[config.mk]
export PLATFORM = sky130hd
export DESIGN_NAME = alarm_sequencer_flat
export DESIGN_NICKNAME = d
export VERILOG_FILES = /design/src/rtl/alarm_pkg.sv /design/src/rtl/alarm_sequencer_if.sv /design/src/rtl/alarm_sequencer_rise_detect.sv /design/src/rtl/alarm_sequencer.sv /design/src/flat_wrapper.sv
export SDC_FILE = /design/constraint.sdc
export NUM_CORES = 1
export LEC_CHECK = 0
export CAP_MARGIN = 20
export CORE_MARGIN = 1
export CORE_UTILIZATION = 36
export DETAILED_ROUTE_END_ITERATION = 12
export PLACE_DENSITY = 0.79
export SYNTH_ARGS = -nofsm -noshare
export SYNTH_HDL_FRONTEND = slang
export SYNTH_SLANG_ARGS = --single-unit
export TNS_END_PERCENT = 5
[constraint.sdc]
create_clock -name clk -period 1.89 [get_ports clk]
set_input_delay 0.378 -clock clk [delete_from_list [all_inputs] [get_ports clk]]
set_output_delay 0.378 -clock clk [all_outputs]
set_load 0.01 [all_outputs]
[src/rtl/alarm_pkg.sv]
// Shared types and default timing constants for the alarm sequencer.
package alarm_pkg;

  typedef enum logic [1:0] {
    IDLE    = 2'd0,
    RINGING = 2'd1,
    SNOOZE  = 2'd2
  } alarm_state_t;

  localparam int DEF_RING_TIMEOUT = 60;
  localparam int DEF_SNOOZE_SEC   = 300;
  localparam int DEF_MAX_SNOOZE   = 3;

endpackage

[src/rtl/alarm_sequencer_if.sv]
// Time, button and tone-gate signals between the timekeeper side and the
// alarm sequencer. master drives time/buttons, slave is the sequencer.
interface alarm_sequencer_if;
  logic       sec_tick;
  logic [3:0] hourdec_now;
  logic [3:0] hourone_now;
  logic [3:0] mindec_now;
  logic [3:0] minone_now;
  logic [3:0] hourdec_bud;
  logic [3:0] hourone_bud;
  logic [3:0] mindec_bud;
  logic [3:0] minone_bud;
  logic       bud_en;
  logic       off_bud;
  logic       snooze_btn;
  logic       ring;
  logic       tone_on;
  logic       snoozing;
  logic [1:0] snooze_cnt;

  modport master (
    output sec_tick,
    output hourdec_now, hourone_now, mindec_now, minone_now,
    output hourdec_bud, hourone_bud, mindec_bud, minone_bud,
    output bud_en, off_bud, snooze_btn,
    input  ring, tone_on, snoozing, snooze_cnt
  );

  modport slave (
    input  sec_tick,
    input  hourdec_now, hourone_now, mindec_now, minone_now,
    input  hourdec_bud, hourone_bud, mindec_bud, minone_bud,
    input  bud_en, off_bud, snooze_btn,
    output ring, tone_on, snoozing, snooze_cnt
  );
endinterface

[src/rtl/alarm_sequencer_rise_detect.sv]
// Registered copy of a synchronous level plus a one-cycle rising-edge pulse.
module rise_detect (
  input  logic clk,
  input  logic rstn,
  input  logic d,
  output logic rise
);

  logic d_q;

  // Delay the level by one cycle for edge comparison.
  always_ff @(posedge clk or negedge rstn) begin
    if (!rstn) d_q <= 1'b0;
    else       d_q <= d;
  end

  assign rise = d && !d_q;

endmodule

[src/rtl/alarm_sequencer.sv]
// Alarm ring/snooze controller. Starts ringing on entry into the minute that
// matches the alarm time, times out the ring, and gates the tone generator.
// Optional feature macro: ALARM_SNOOZE_EN enables the snooze state, its
// counters and the snooze button; without it snoozing/snooze_cnt read 0.
//
// state   | meaning
// IDLE    | waiting for the current time to enter the alarm minute
// RINGING | alarm sounding, tone gated 1 s on / 1 s off
// SNOOZE  | alarm silenced, counting down to the next ring
import alarm_pkg::*;

module alarm_sequencer #(
  parameter int RING_TIMEOUT = DEF_RING_TIMEOUT,
  parameter int SNOOZE_SEC   = DEF_SNOOZE_SEC,
  parameter int MAX_SNOOZE   = DEF_MAX_SNOOZE
) (
  input logic               clk,
  input logic               rstn,
  alarm_sequencer_if.slave  bus
);

  localparam int RW = $clog2(RING_TIMEOUT + 1);
  localparam logic [RW-1:0] RING_LAST = RW'(RING_TIMEOUT - 1);

  alarm_state_t  state, state_nxt;
  logic [RW-1:0] ring_secs, ring_secs_nxt;
  logic          match, match_q, trigger;
  logic          off_edge;

  assign match = bus.bud_en
              && (bus.hourdec_now == bus.hourdec_bud)
              && (bus.hourone_now == bus.hourone_bud)
              && (bus.mindec_now  == bus.mindec_bud)
              && (bus.minone_now  == bus.minone_bud);

  // Reset to 1 so a time already matching at reset release does not ring.
  always_ff @(posedge clk or negedge rstn) begin
    if (!rstn) match_q <= 1'b1;
    else       match_q <= match;
  end

  assign trigger = match && !match_q;

  rise_detect u_off_rise (
    .clk  (clk),
    .rstn (rstn),
    .d    (bus.off_bud),
    .rise (off_edge)
  );

`ifdef ALARM_SNOOZE_EN
  localparam int SW = $clog2(SNOOZE_SEC + 1);
  localparam int CW = $clog2(MAX_SNOOZE + 1);
  localparam logic [SW-1:0] SNOOZE_LOAD = SW'(SNOOZE_SEC - 1);
  localparam logic [CW-1:0] SNZ_LIMIT   = CW'(MAX_SNOOZE);

  logic [SW-1:0] snooze_secs, snooze_secs_nxt;
  logic [CW-1:0] snooze_cnt, snooze_cnt_nxt;
  logic          snooze_edge;

  rise_detect u_snooze_rise (
    .clk  (clk),
    .rstn (rstn),
    .d    (bus.snooze_btn),
    .rise (snooze_edge)
  );
`else
  logic unused_snooze_btn;
  localparam int UNUSED_SNOOZE_CFG = SNOOZE_SEC + MAX_SNOOZE;
  assign unused_snooze_btn = bus.snooze_btn;
`endif

  // State and counter registers.
  always_ff @(posedge clk or negedge rstn) begin
    if (!rstn) begin
      state       <= IDLE;
      ring_secs   <= '0;
`ifdef ALARM_SNOOZE_EN
      snooze_secs <= '0;
      snooze_cnt  <= '0;
`endif
    end else begin
      state       <= state_nxt;
      ring_secs   <= ring_secs_nxt;
`ifdef ALARM_SNOOZE_EN
      snooze_secs <= snooze_secs_nxt;
      snooze_cnt  <= snooze_cnt_nxt;
`endif
    end
  end

  // Next state: bud_en low > off edge > snooze edge > sec_tick.
  always_comb begin
    state_nxt       = state;
    ring_secs_nxt   = ring_secs;
`ifdef ALARM_SNOOZE_EN
    snooze_secs_nxt = snooze_secs;
    snooze_cnt_nxt  = snooze_cnt;
`endif
    case (state)
      IDLE: begin
        if (trigger) begin
          state_nxt     = RINGING;
          ring_secs_nxt = '0;
        end
      end
      RINGING: begin
        if (off_edge) begin
          state_nxt = IDLE;
`ifdef ALARM_SNOOZE_EN
        end else if (snooze_edge) begin
          // A press at the snooze limit is dropped, and so is any tick with it.
          if (snooze_cnt < SNZ_LIMIT) begin
            state_nxt       = SNOOZE;
            snooze_secs_nxt = SNOOZE_LOAD;
            snooze_cnt_nxt  = snooze_cnt + CW'(1);
          end
`endif
        end else if (bus.sec_tick) begin
          if (ring_secs == RING_LAST) state_nxt = IDLE;
          else                        ring_secs_nxt = ring_secs + RW'(1);
        end
      end
`ifdef ALARM_SNOOZE_EN
      SNOOZE: begin
        if (off_edge) begin
          state_nxt = IDLE;
        end else if (snooze_edge) begin
          state_nxt = SNOOZE;
        end else if (bus.sec_tick) begin
          if (snooze_secs == '0) begin
            state_nxt     = RINGING;
            ring_secs_nxt = '0;
          end else begin
            snooze_secs_nxt = snooze_secs - SW'(1);
          end
        end
      end
`endif
      default: state_nxt = IDLE;
    endcase

    if (!bus.bud_en) state_nxt = IDLE;

    if (state_nxt == IDLE) begin
      ring_secs_nxt   = '0;
`ifdef ALARM_SNOOZE_EN
      snooze_secs_nxt = '0;
      snooze_cnt_nxt  = '0;
`endif
    end
  end

  assign bus.ring    = (state == RINGING);
  assign bus.tone_on = (state == RINGING) && !ring_secs[0];

`ifdef ALARM_SNOOZE_EN
  assign bus.snoozing   = (state == SNOOZE);
  assign bus.snooze_cnt = 2'(snooze_cnt);
`else
  assign bus.snoozing   = 1'b0;
  assign bus.snooze_cnt = 2'b00;
`endif

endmodule

[src/flat_wrapper.sv]
// flat-port wrapper written by rule: the top's interface ports become plain ports
module alarm_sequencer_flat 
#(
  parameter int RING_TIMEOUT = DEF_RING_TIMEOUT,
  parameter int SNOOZE_SEC   = DEF_SNOOZE_SEC,
  parameter int MAX_SNOOZE   = DEF_MAX_SNOOZE
)
  (clk, rstn, bus_sec_tick, bus_hourdec_now, bus_hourone_now, bus_mindec_now, bus_minone_now, bus_hourdec_bud, bus_hourone_bud, bus_mindec_bud, bus_minone_bud, bus_bud_en, bus_off_bud, bus_snooze_btn, bus_ring, bus_tone_on, bus_snoozing, bus_snooze_cnt);
  alarm_sequencer_if bus_i ();
  input logic clk;
  input logic rstn;
  input wire logic [$bits(bus_i.sec_tick)-1:0] bus_sec_tick;
  input wire logic [$bits(bus_i.hourdec_now)-1:0] bus_hourdec_now;
  input wire logic [$bits(bus_i.hourone_now)-1:0] bus_hourone_now;
  input wire logic [$bits(bus_i.mindec_now)-1:0] bus_mindec_now;
  input wire logic [$bits(bus_i.minone_now)-1:0] bus_minone_now;
  input wire logic [$bits(bus_i.hourdec_bud)-1:0] bus_hourdec_bud;
  input wire logic [$bits(bus_i.hourone_bud)-1:0] bus_hourone_bud;
  input wire logic [$bits(bus_i.mindec_bud)-1:0] bus_mindec_bud;
  input wire logic [$bits(bus_i.minone_bud)-1:0] bus_minone_bud;
  input wire logic [$bits(bus_i.bud_en)-1:0] bus_bud_en;
  input wire logic [$bits(bus_i.off_bud)-1:0] bus_off_bud;
  input wire logic [$bits(bus_i.snooze_btn)-1:0] bus_snooze_btn;
  output wire logic [$bits(bus_i.ring)-1:0] bus_ring;
  output wire logic [$bits(bus_i.tone_on)-1:0] bus_tone_on;
  output wire logic [$bits(bus_i.snoozing)-1:0] bus_snoozing;
  output wire logic [$bits(bus_i.snooze_cnt)-1:0] bus_snooze_cnt;
  assign bus_i.sec_tick = bus_sec_tick;
  assign bus_i.hourdec_now = bus_hourdec_now;
  assign bus_i.hourone_now = bus_hourone_now;
  assign bus_i.mindec_now = bus_mindec_now;
  assign bus_i.minone_now = bus_minone_now;
  assign bus_i.hourdec_bud = bus_hourdec_bud;
  assign bus_i.hourone_bud = bus_hourone_bud;
  assign bus_i.mindec_bud = bus_mindec_bud;
  assign bus_i.minone_bud = bus_minone_bud;
  assign bus_i.bud_en = bus_bud_en;
  assign bus_i.off_bud = bus_off_bud;
  assign bus_i.snooze_btn = bus_snooze_btn;
  assign bus_ring = bus_i.ring;
  assign bus_tone_on = bus_i.tone_on;
  assign bus_snoozing = bus_i.snoozing;
  assign bus_snooze_cnt = bus_i.snooze_cnt;
  alarm_sequencer #(.RING_TIMEOUT(RING_TIMEOUT), .SNOOZE_SEC(SNOOZE_SEC), .MAX_SNOOZE(MAX_SNOOZE)) u_core (.clk(clk), .rstn(rstn), .bus(bus_i));
endmodule
**Yosys cells after proc, flatten, opt, wreduce, memory -nomap -nowiden**

Index checks and enable logic that the tools add are counted.

- Logic and storage cells: 41
- Output and inout port bits: 5
- Register bits: 10

- Eq/ne operators: 10
- Add/subtract/negate cells: 1
- Reductions and logical operators: 14
- Mux-type cells: 12

Operators by type and width:

| cell | number |
|---|---|
| $mux W6 | 5 |
| $eq A4 B4 Y1 | 4 |
| $pmux W6 S2 | 1 |
| $mux W2 | 5 |
| $logic_and A1 B1 Y1 | 7 |
| $add A6 B1 Y6 const B | 1 |
| $eq A6 B6 Y1 const B | 1 |
| $ne A3 B3 Y1 const B | 2 |
| $reduce_and A5 Y1 | 1 |
| $logic_not A2 Y1 | 2 |
| $pmux W2 S2 | 1 |
| $logic_not A1 Y1 | 3 |
| $ne A3 B1 Y1 const B | 1 |
| $ne A3 B2 Y1 const B | 1 |
| $reduce_bool A3 Y1 | 1 |
| $eq A2 B1 Y1 const B | 1 |

**Depth between registers and ports, before layout**

Gate-level depths: netlist (run 1).

- Depth in word-level cells: 12
- Gate-level depth with buffers: 5
- Mapped depth without buffers: 5

**By module**

A second synthesis (run 1) with hierarchy kept.

- Cell total of the unflattened synthesis: 83
- Area total of the unflattened synthesis: 762.0 µm²

By module, submodules not included:

| module | times used | area an instance (µm²) | cells an instance |
|---|---|---|---|
| alarm_sequencer | 1 | 723.2 | 81 |
| rise_detect | 1 | 38.8 | 2 |

**Worst setup path before layout (run 1)**

No wires, ideal clock.

- Kind: input-to-reg
- From: in bus_hourone_bud[0]
- To: reg u_core.state[0]
- Stages on the path: 4
- Data arrival time: 1328 ps
- Path buffers: 0
- Setup time: 90 ps
- Setup slack: 472 ps
- Required time: 1800 ps
- Path through: xnor2_1 > o221ai_1 > or4_4 > o31ai_4

- Longest elaborated chain between the ends: 8

RTL lines:

| item | RTL line | text |
|---|---|---|
| from (decl) | flat_wrapper.sv:18 | `input wire logic [$bits(bus_i.hourone_bud)-1:0] bus_hourone_bud;` |
| $eq A4 B4 Y1 | alarm_sequencer.sv:32 | `&& (bus.hourone_now == bus.hourone_bud)` |
| $logic_and A1 B1 Y1 | alarm_sequencer.sv:32 |  |
| $logic_and A1 B1 Y1 | alarm_sequencer.sv:33 | `&& (bus.mindec_now == bus.mindec_bud)` |
| $logic_and A1 B1 Y1 | alarm_sequencer.sv:34 | `&& (bus.minone_now == bus.minone_bud);` |
| $logic_and A1 B1 Y1 | alarm_sequencer.sv:42 | `assign trigger = match && !match_q;` |
| $mux W2 | alarm_sequencer.sv:102 | `if (trigger) begin` |
| $pmux W2 S2 | alarm_sequencer.sv:100 | `case (state)` |
| $mux W2 | alarm_sequencer.sv:143 | `if (!bus.bud_en) state_nxt = IDLE;` |
| net u_core.state_nxt[0] | alarm_sequencer.sv:25 | `alarm_state_t state, state_nxt;` |
| to (signal assigned) | alarm_sequencer.sv:83 | `state <= state_nxt;` |
| to (decl) | alarm_sequencer.sv:25 |  |

The timed path passes the listed nets, and every way through them passes these cells.
A chain may end at the register's enable or synchronous reset.

**Worst setup path after layout (run 1)**

- From: reg u_core.state[1]
- To: out bus_ring

- Longest elaborated chain between the ends: 1

RTL lines:

| item | RTL line | text |
|---|---|---|
| $eq A2 B1 Y1 | alarm_sequencer.sv:154 | `assign bus.ring = (state == RINGING);` |
| to (decl) | flat_wrapper.sv:24 | `output wire logic [$bits(bus_i.ring)-1:0] bus_ring;` |

Every way passes these cells.

==> results.md, run 1 <==
- Final wirelength: 1460 um
- R2r setup slk: 0.39 ns
- Initial Util: 0.391
- Met3 GRT Util: 0.0317
- Largest net degree at the start of global routing: 11
- Final #Nets: 151
- Tot GR Track Use: 0.161
- Routed vias: 630
- Post-CTS resize count: 1
- Core area: 1750 sq um
- Post-synth ARST share: 1.00
- Clock root buffer: clkbuf_4
- Worst vdd ir: 0.183 mV
- Die area: 2080 sq um
- RSZ-0062 raised after global routing: no
- Fillcell total: 154
- Clock Skews: 0.00919 ns
- Register area: 251 sq um
- HPWL Detailed: 1280 um
- Antenna viol nets, final: 0
- I/O pins: 43
- Ant diodes: 0
- Die height: 45.6 um
- Port Buffers: 38
- Row cnt: 15
- WS Path Type: flop to primary output
- Die X: 45.6 um
- Syn Inst Count: 69
- Vias in the first global route: 676
- Synth Warn #: 0
- Worst Path Required: 1.51 ns
- Worst r2r path cells: 5
- Max Buffers Root-to-Sink: 2
- Final count of negative-setup-slack endpoints: 0
- Remaining Overflow, GRT: 0
- Worst r2r src: u_core.ring_secs[0]
- Critical path data arrival time: 1.35 ns
- Pwr Density: 442 nW/um^2
- Layout area overhead: 63.2%
- Post-CTS Setup Inserts: 0
- Crit path launch type: flop
- Final period util: 0.914
- Main synth FF type: dfrtp_1
- Cts hold-fix bufs: 0
- Worst hold margin: 0.425 ns
- GRT met2 Usage: 0.291
- Sequential cell area fraction in the yosys report: 0.368
- Sink Count: 10
- Syn Area/Cell: 9.90 sq um
- Top Usage Layer GRT: met2
- DR iter-0 viols: 4
- Static leakage: 0.461 nW
- Post-synth EDFFs: 0
- Post-route cell area: 1110 sq um
- DP Cell Count: 132
- Util after Layout: 0.639
- Fmax: 0.579 GHz
- Grt met1 use: 0.187
- Max Slew Vio Count: 0
- Reg2reg end: u_core.ring_secs[0]
- DR DRC count: 0
- Num CTS Buffers: 3
- Drt via density: 4.63
- Crit path from: u_core.state[1]
- Netlist cell types: 29
- Share of layout cells above drive strength 1: 0.0721
- Post-synthesis register bit count: 10
- Clock-pin slew on the worst setup and hold paths: 0.07 ns
- Period minus WS final: 1.73 ns
- Multi-input gate area in the final layout: 415 sq um
- WL/cell: 10.7 um
- CP Max Fanout: 3
- Antenna violations before repair: 0
- CTS H-tree lvls: 1
- Synth Cell Area: 683 sq um
- Latest clock arrival within the worst-skew pair: 0.26 ns
- # Max-Cap Violations: 0
- Hold Path Class: primary input to asynchronous set/reset pin
- Endpoint of the worst setup timing path: bus_ring
- Status: finished clean
- Worst Setup End Kind: primary output
- Dpl cell area: 1080 sq um
- CTS tree: built
- Final non-filler cell total: 136
- Final hold violations: 0
- RD Place Congestion: 0.756
- DR pass1 iterations: 2
- Global-route wire length before repair: 2410 um
==> how the worst min path moves through the flow <==
stage,endpoint,slack (ns),depth (start not counted)
3_3_place_gp,u_core.ring_secs[1],0.54,2
3_5_place_dp,u_core.ring_secs[1],0.54,2
4_1_cts,u_core.ring_secs[2],0.43,1
2_1_floorplan,u_core.ring_secs[0],0.08,0
5_1_grt,u_core.ring_secs[2],0.46,1
6_report,u_core.ring_secs[2],0.43,1
==> placed cells by master, fill, tap and decap left out, drive strengths merged, types with 4 or more instances in the layout <==
| master | netlist | final |
|---|---|---|
| clkdlybuf4s50 | 0 | 37 |
| xor2 | 13 | 13 |
| dfrtp | 9 | 9 |
| nor2 | 6 | 6 |
| nand4 | 4 | 4 |
| xnor2 | 4 | 4 |
| conb | 1 | 4 |
| clkbuf | 0 | 4 |
==> final cells by class <==
type	instances	area share
Inverter	2	0.00673
Clock buffer	4	0.0236
Multi-Input combinational cell	57	0.373
Tap cell	25	0.0281
Timing Repair Buffer	38	0.343
Sequential cell	10	0.226
==> routing by layer <==
| metal | part of all wire | wire length (um) | vias to the layer above |
|---|---|---|---|
| met5 | 0 | 0 | - |
| met4 | 0 | 0 | 0 |
| met3 | 0.085 | 124 | 0 |
| met2 | 0.50 | 734 | 39 |
| met1 | 0.41 | 601 | 270 |
| li1 | - | - | 321 |
==> worst max-delay path: stages, from the launching register on <==
cell and delay [ns]:
dfrtp_1 0.40, nor2b_2 0.15, clkdlybuf4s50_1 0.55
==> sequential cells by signal (all words and copies together) (netlist names) <==
name	cells
u_core.match_q	1
u_core.u_off_rise.d_q	1
u_core.ring_secs	6
u_core.state	2
==> per-stage QoR <==
| stage | setup WS, ns | setup TNS (ns) | power [mW] |
|---|---|---|---|
| after global placement | -0.0236 | -0.0236 | 0.347 |
| after detailed placement | -0.0408 | -0.0408 | 0.350 |
| after CTS | 0.0313 | 0 | 0.502 |
| after floorplan | 0.472 | 0 | 0.262 |
| final | 0.163 | 0 | 0.492 |
| after global routing | 0.0951 | 0 | 0.522 |
==> Yosys cell counts, drive strengths merged, types with 2 or more instances <==
| library cell | instances | area [sq um] |
|---|---|---|
| nor4 | 2 | 12.5 |
| xnor2 | 4 | 35.0 |
| nand4 | 4 | 25.0 |
| nor2b | 2 | 12.5 |
| nor2 | 6 | 22.5 |
| dfrtp | 9 | 225 |
| nand3 | 2 | 10.0 |
| xor2 | 13 | 121 |
| a21oi | 2 | 10.0 |
| buf | 3 | 22.5 |
| nand2 | 2 | 7.51 |
| or3 | 2 | 12.5 |
| and2 | 2 | 12.5 |
| inv | 2 | 7.51 |
==> cells by family after synthesis <==
logic type,after synthesis,share of synthesized area
buffers and inverters,5,0.0440
adder cells (fa/ha/maj),1,0.0183
flip-flops,10,0.368
XOR/XNOR,17,0.229
multiplexers,1,0.0147
AO/OA/AOI/OAI,9,0.112
other,1,0.00549
AND/OR/NAND/NOR,25,0.209
==> where the power goes <==
| group | leakage (nW) | switching [mW] | internal, mW |
|---|---|---|---|
| registers | 0.131 | 0.00110 | 0.216 |
| clock network | 0.0150 | 0.0665 | 0.0811 |
| logic | 0.315 | 0.0408 | 0.0865 |
| total | 0.461 | 0.108 | 0.384 |
Power figures use the tool's default switching activity.
==> inputs of run 2 (changes only) <==
==> constraint.sdc (replaced) <==
create_clock -name clk -period 1.89 [get_ports clk]
set_input_delay 0.189 -clock clk [delete_from_list [all_inputs] [get_ports clk]]
set_output_delay 0.189 -clock clk [all_outputs]
set_load 0.01 [all_outputs]
==> results.md, run 2 (synthesis gave the netlist of run 1 again) <==
- CTS tree: built
- Fmax: 0.590 GHz
- I/O pins: 43
- Worst Setup End Kind: primary output
- R2r setup slk: 0.38 ns
- Status: finished clean
- Remaining Overflow, GRT: 0
- Clock Skews: 0.0107 ns
- Latest clock arrival within the worst-skew pair: 0.26 ns
- Antenna viol nets, final: 0
- Tot GR Track Use: 0.163
- Final wirelength: 1450 um
- Post-route cell area: 1110 sq um
- Pwr Density: 445 nW/um^2
- Max stage delay on crit path: 0.53 ns
- Worst hold margin: 0.237 ns
- Row cnt: 15
- Period minus WS final: 1.70 ns
- Worst vdd ir: 0.189 mV
- Share of layout cells above drive strength 1: 0.0631
- # Max-Cap Violations: 0
- Clock-pin slew on the worst setup and hold paths: 0.07 ns
- Util after Layout: 0.636
- Worst r2r src: u_core.ring_secs[0]
- Vias in the first global route: 674
- Final count of negative-setup-slack endpoints: 0
- WS Path Type: flop to primary output
- Final setup TNS: 0 ns
- CTS H-tree lvls: 1
- Largest net degree at the start of global routing: 11
- Worst r2r path cells: 5
- Antenna violations before repair: 0
- Die area: 2080 sq um
- DR iter-0 viols: 9
- Critical path data arrival time: 1.51 ns
- Max Buffers Root-to-Sink: 2
- Final #Nets: 151
- Port Buffers: 38
- Post-CTS Setup Inserts: 0
- Num CTS Buffers: 3
- Cell repeated most along the worst path: nor2b_1
- Dpl cell area: 1080 sq um
- DR pass1 iterations: 4
- Top Registers: u_core.ring_secs: 6 flops, u_core.state: 2 flops
- Reg2reg end: u_core.ring_secs[0]
- Core area: 1750 sq um
- WL/cell: 10.6 um
- Global-route wire length before repair: 2460 um
- Final total power: 0.493 mW
- Most frequent cells in the layout: 38 x clkdlybuf4s50_1, 12 x xor2_1, 9 x dfrtp_1
- Die X: 45.6 um
- Hold Path Class: primary input to asynchronous set/reset pin
- Clock root buffer: clkbuf_4
- Layout area overhead: 62.5%
- Crit-path cells: nor2b_1 > nor2b_1 > clkdlybuf4s50_1
- RD Place Congestion: 0.756
- Crit-path slowest cell: clkdlybuf4s50_1
- Max FFs per register: 6
- Crit path launch type: flop
- Static leakage: 0.442 nW
- Post-CTS resize count: 0
- CP Max Fanout: 3
- Ant diodes: 0
- Routed vias: 633
- Sink Count: 10
- Drt via density: 4.65
- Cts hold-fix bufs: 0
- DR DRC count: 0
- Initial Util: 0.391
- Max Slew Vio Count: 0
- Worst Path Required: 1.70 ns
- Die height: 45.6 um
- Final hold violations: 0
- Biggest register: u_core.ring_secs
- Final period util: 0.897
- HPWL Detailed: 1260 um
- RSZ-0062 raised after global routing: no
- Commonest non-fill, non-tap cell in the layout: clkdlybuf4s50_1
==> run 2: worst max path at each step <==
stage / start / endpoint / slack, ns
finish: u_core.state[1] / bus_tone_on / 0.19
CTS: u_core.state[1] / bus_tone_on / 0.17
floorplan: u_core.ring_secs[0] / u_core.ring_secs[0] / 0.54
detailed placement: bus_hourone_bud[0] / u_core.state[0] / 0.15
global route: u_core.state[1] / bus_tone_on / 0.10
global placement: bus_hourone_now[0] / u_core.state[0] / 0.17
==> run 2: layer usage <==
layer | vias to the layer above | global-route usage | part of all wire
met5 | - | 0 | 0
met4 | 0 | 0.0545 | 0
met3 | 0 | 0.0317 | 0.082
met2 | 43 | 0.280 | 0.50
met1 | 271 | 0.202 | 0.41
li1 | 319 | - | -
==> run 2: critical path, delay by kind of cell (launching register included) <==
family / cells / cell delay, ns
buffers and inverters: 1 / 0.53
flip-flops: 1 / 0.39
AND/OR/NAND/NOR: 2 / 0.33
==> run 2: per-stage QoR <==
step / std cells / worst slack (ns)
6_report: 136 / 0.195
5_1_grt: 136 / 0.104
4_1_cts: 136 / 0.169
2_1_floorplan: 72 / 0.536
3_3_place_gp: 132 / 0.165
3_5_place_dp: 132 / 0.148
==> run 2: report_power, final <==
group / switching (mW) / total, mW / internal, mW / leakage [nW]
logic: 0.0408 / 0.127 / 0.0865 / 0.296
clock network: 0.0679 / 0.149 / 0.0812 / 0.0150
registers: 0.000914 / 0.217 / 0.216 / 0.131
total: 0.110 / 0.493 / 0.384 / 0.442
==> run 2: layout make-up <==
cell class,instances,area (sq um)
clock buffers,4,26.3
fillers,155,636
repair buffers,38,380
inverters,2,7.51
multi-input cells,57,413
flip-flops and latches,10,251
well taps,25,31.3
==> inputs of run 3 (changes only) <==
--- a/config.mk
+++ b/config.mk
@@ -8,6 +8,7 @@
 export CAP_MARGIN = 20
 export CORE_MARGIN = 1
 export CORE_UTILIZATION = 36
+export CTS_BUF_LIST = sky130_fd_sc_hd__clkbuf_8 sky130_fd_sc_hd__clkbuf_16
 export DETAILED_ROUTE_END_ITERATION = 12
 export PLACE_DENSITY = 0.79
 export SYNTH_ARGS = -nofsm -noshare
==> results.md, run 3 (synthesis gave the netlist of run 1 again) <==
- CP Max Fanout: 3
- Tot GR Track Use: 0.166
- DR iter-0 viols: 7
- Vias in the first global route: 681
- Largest net degree at the start of global routing: 11
- Initial Util: 0.391
- Worst Setup End Kind: primary output
- Drt via density: 4.65
- Antenna violations before repair: 0
- Final non-filler cell total: 136
- Pwr Density: 498 nW/um^2
- Biggest register: u_core.ring_secs
- Max Slew Vio Count: 0
- Period minus WS final: 1.67 ns
- Critical path data arrival time: 1.48 ns
- Crit-path slowest cell: clkdlybuf4s50_1
- Status: finished clean
- WS Path Type: flop to primary output
- Register area: 251 sq um
- Global-route wire length before repair: 2480 um
- Post-Place Setup Slack: 0.148 ns
- I/O pins: 43
- Worst vdd ir: 0.239 mV
- Hold Path Class: primary input to asynchronous set/reset pin
- Final worst slack: 0.217 ns
- Routed vias: 632
- Final hold violations: 0
- Final count of negative-setup-slack endpoints: 0
- Final setup TNS: 0 ns
- Ant diodes: 0
- Num CTS Buffers: 3
- Die height: 45.6 um
- Clock root buffer: clkbuf_8
- Port Buffers: 38
- Die area: 2080 sq um
- DP Cell Count: 132
- RD Place Congestion: 0.756
- Core area: 1750 sq um
- Post-CTS resize count: 0
- Latest clock arrival within the worst-skew pair: 0.23 ns
- Cell repeated most along the worst path: nor2b_1
- Layout area overhead: 65.2%
- Final period util: 0.885
- Multi-input gate area in the final layout: 413 sq um
- Most frequent cells in the layout: 38 x clkdlybuf4s50_1, 12 x xor2_1, 9 x dfrtp_1
- Top Registers: u_core.ring_secs: 6 flops, u_core.state: 2 flops
- Max stage delay on crit path: 0.53 ns
- HPWL Detailed: 1260 um
- Clock-pin slew on the worst setup and hold paths: 0.05 ns
- Final #Nets: 151
- Clock Skews: 0.00834 ns
- DR DRC count: 0
- CTS H-tree lvls: 1
- Worst Path Required: 1.70 ns
- Commonest non-fill, non-tap cell in the layout: clkdlybuf4s50_1
- DR pass1 iterations: 4
- Final total power: 0.562 mW
- Sink Count: 10
- Max Buffers Root-to-Sink: 2
- CTS tree: built
- WL/cell: 10.7 um
- RSZ-0062 raised after global routing: no
- Fmax: 0.598 GHz
- Crit-path cells: nor2b_1 > nor2b_1 > clkdlybuf4s50_1
- Static leakage: 0.454 nW
- Final wirelength: 1460 um
- Max FFs per register: 6
- Cts hold-fix bufs: 0
- Post-CTS Setup Inserts: 0
- # Max-Cap Violations: 0
- Antenna viol nets, final: 0
- Die X: 45.6 um
- Row cnt: 15
- Remaining Overflow, GRT: 0
- Fillcell total: 151
- Crit path launch type: flop
- Share of layout cells above drive strength 1: 0.0631
[run 3: worst max-delay path, delay by kind of cell (launching register included)]
| kind | cells | cell delay, ns |
|---|---|---|
| buf+inv | 1 | 0.53 |
| simple gates | 2 | 0.34 |
| flops | 1 | 0.38 |
[run 3: final timing paths]
| path | depth (start not counted) | end | slack [ns] | from |
|---|---|---|---|---|
| worst min register to register | 2 | u_core.ring_secs[1] | 0.55 | u_core.ring_secs[1] |
| worst max-delay path | 3 | bus_tone_on | 0.22 | u_core.state[1] |
| max in group asynchronous | 1 | u_core.match_q | 1.27 | rstn |
| worst max register to register | 5 | u_core.ring_secs[0] | 0.38 | u_core.ring_secs[0] |
| min in group clk | 1 | u_core.u_off_rise.d_q | 0.44 | bus_off_bud |
| worst min-delay path | 1 | u_core.ring_secs[2] | 0.27 | rstn |
[run 3: cell type report]
class	instances	share of cell area
timing repair buffer	38	0.337
clock inverter	1	0.00333
multi-input combinational	57	0.366
inverter	2	0.00665
sequential	10	0.223
tap	25	0.0277
clock buffer	3	0.0366
[run 3: per-stage QoR]
stage / utilization / cell area, sq um / hold WS (ns)
6_report: 0.647 / 1130 / 0.270
5_1_grt: 0.647 / 1130 / 0.304
4_1_cts: 0.647 / 1130 / 0.288
3_5_place_dp: 0.621 / 1080 / 0.525
3_3_place_gp: 0.621 / 1080 / 0.526
2_1_floorplan: - / 694 / -0.107
[run 3: per-layer routing]
| layer | vias to the layer above | GRT usage | share of wire |
|---|---|---|---|
| met5 | - | 0 | 0 |
| met4 | 0 | 0.0727 | 0.012 |
| met3 | 2 | 0.0317 | 0.081 |
| met2 | 39 | 0.280 | 0.49 |
| met1 | 273 | 0.204 | 0.42 |
| li1 | 318 | - | - |
[run 3: report_power, final]
group / internal, mW / leakage, nW / switching, mW / total (mW)
Combinational: 0.0865 / 0.296 / 0.0406 / 0.127
Sequential: 0.217 / 0.131 / 0.000943 / 0.218
Clock: 0.141 / 0.0269 / 0.0753 / 0.217
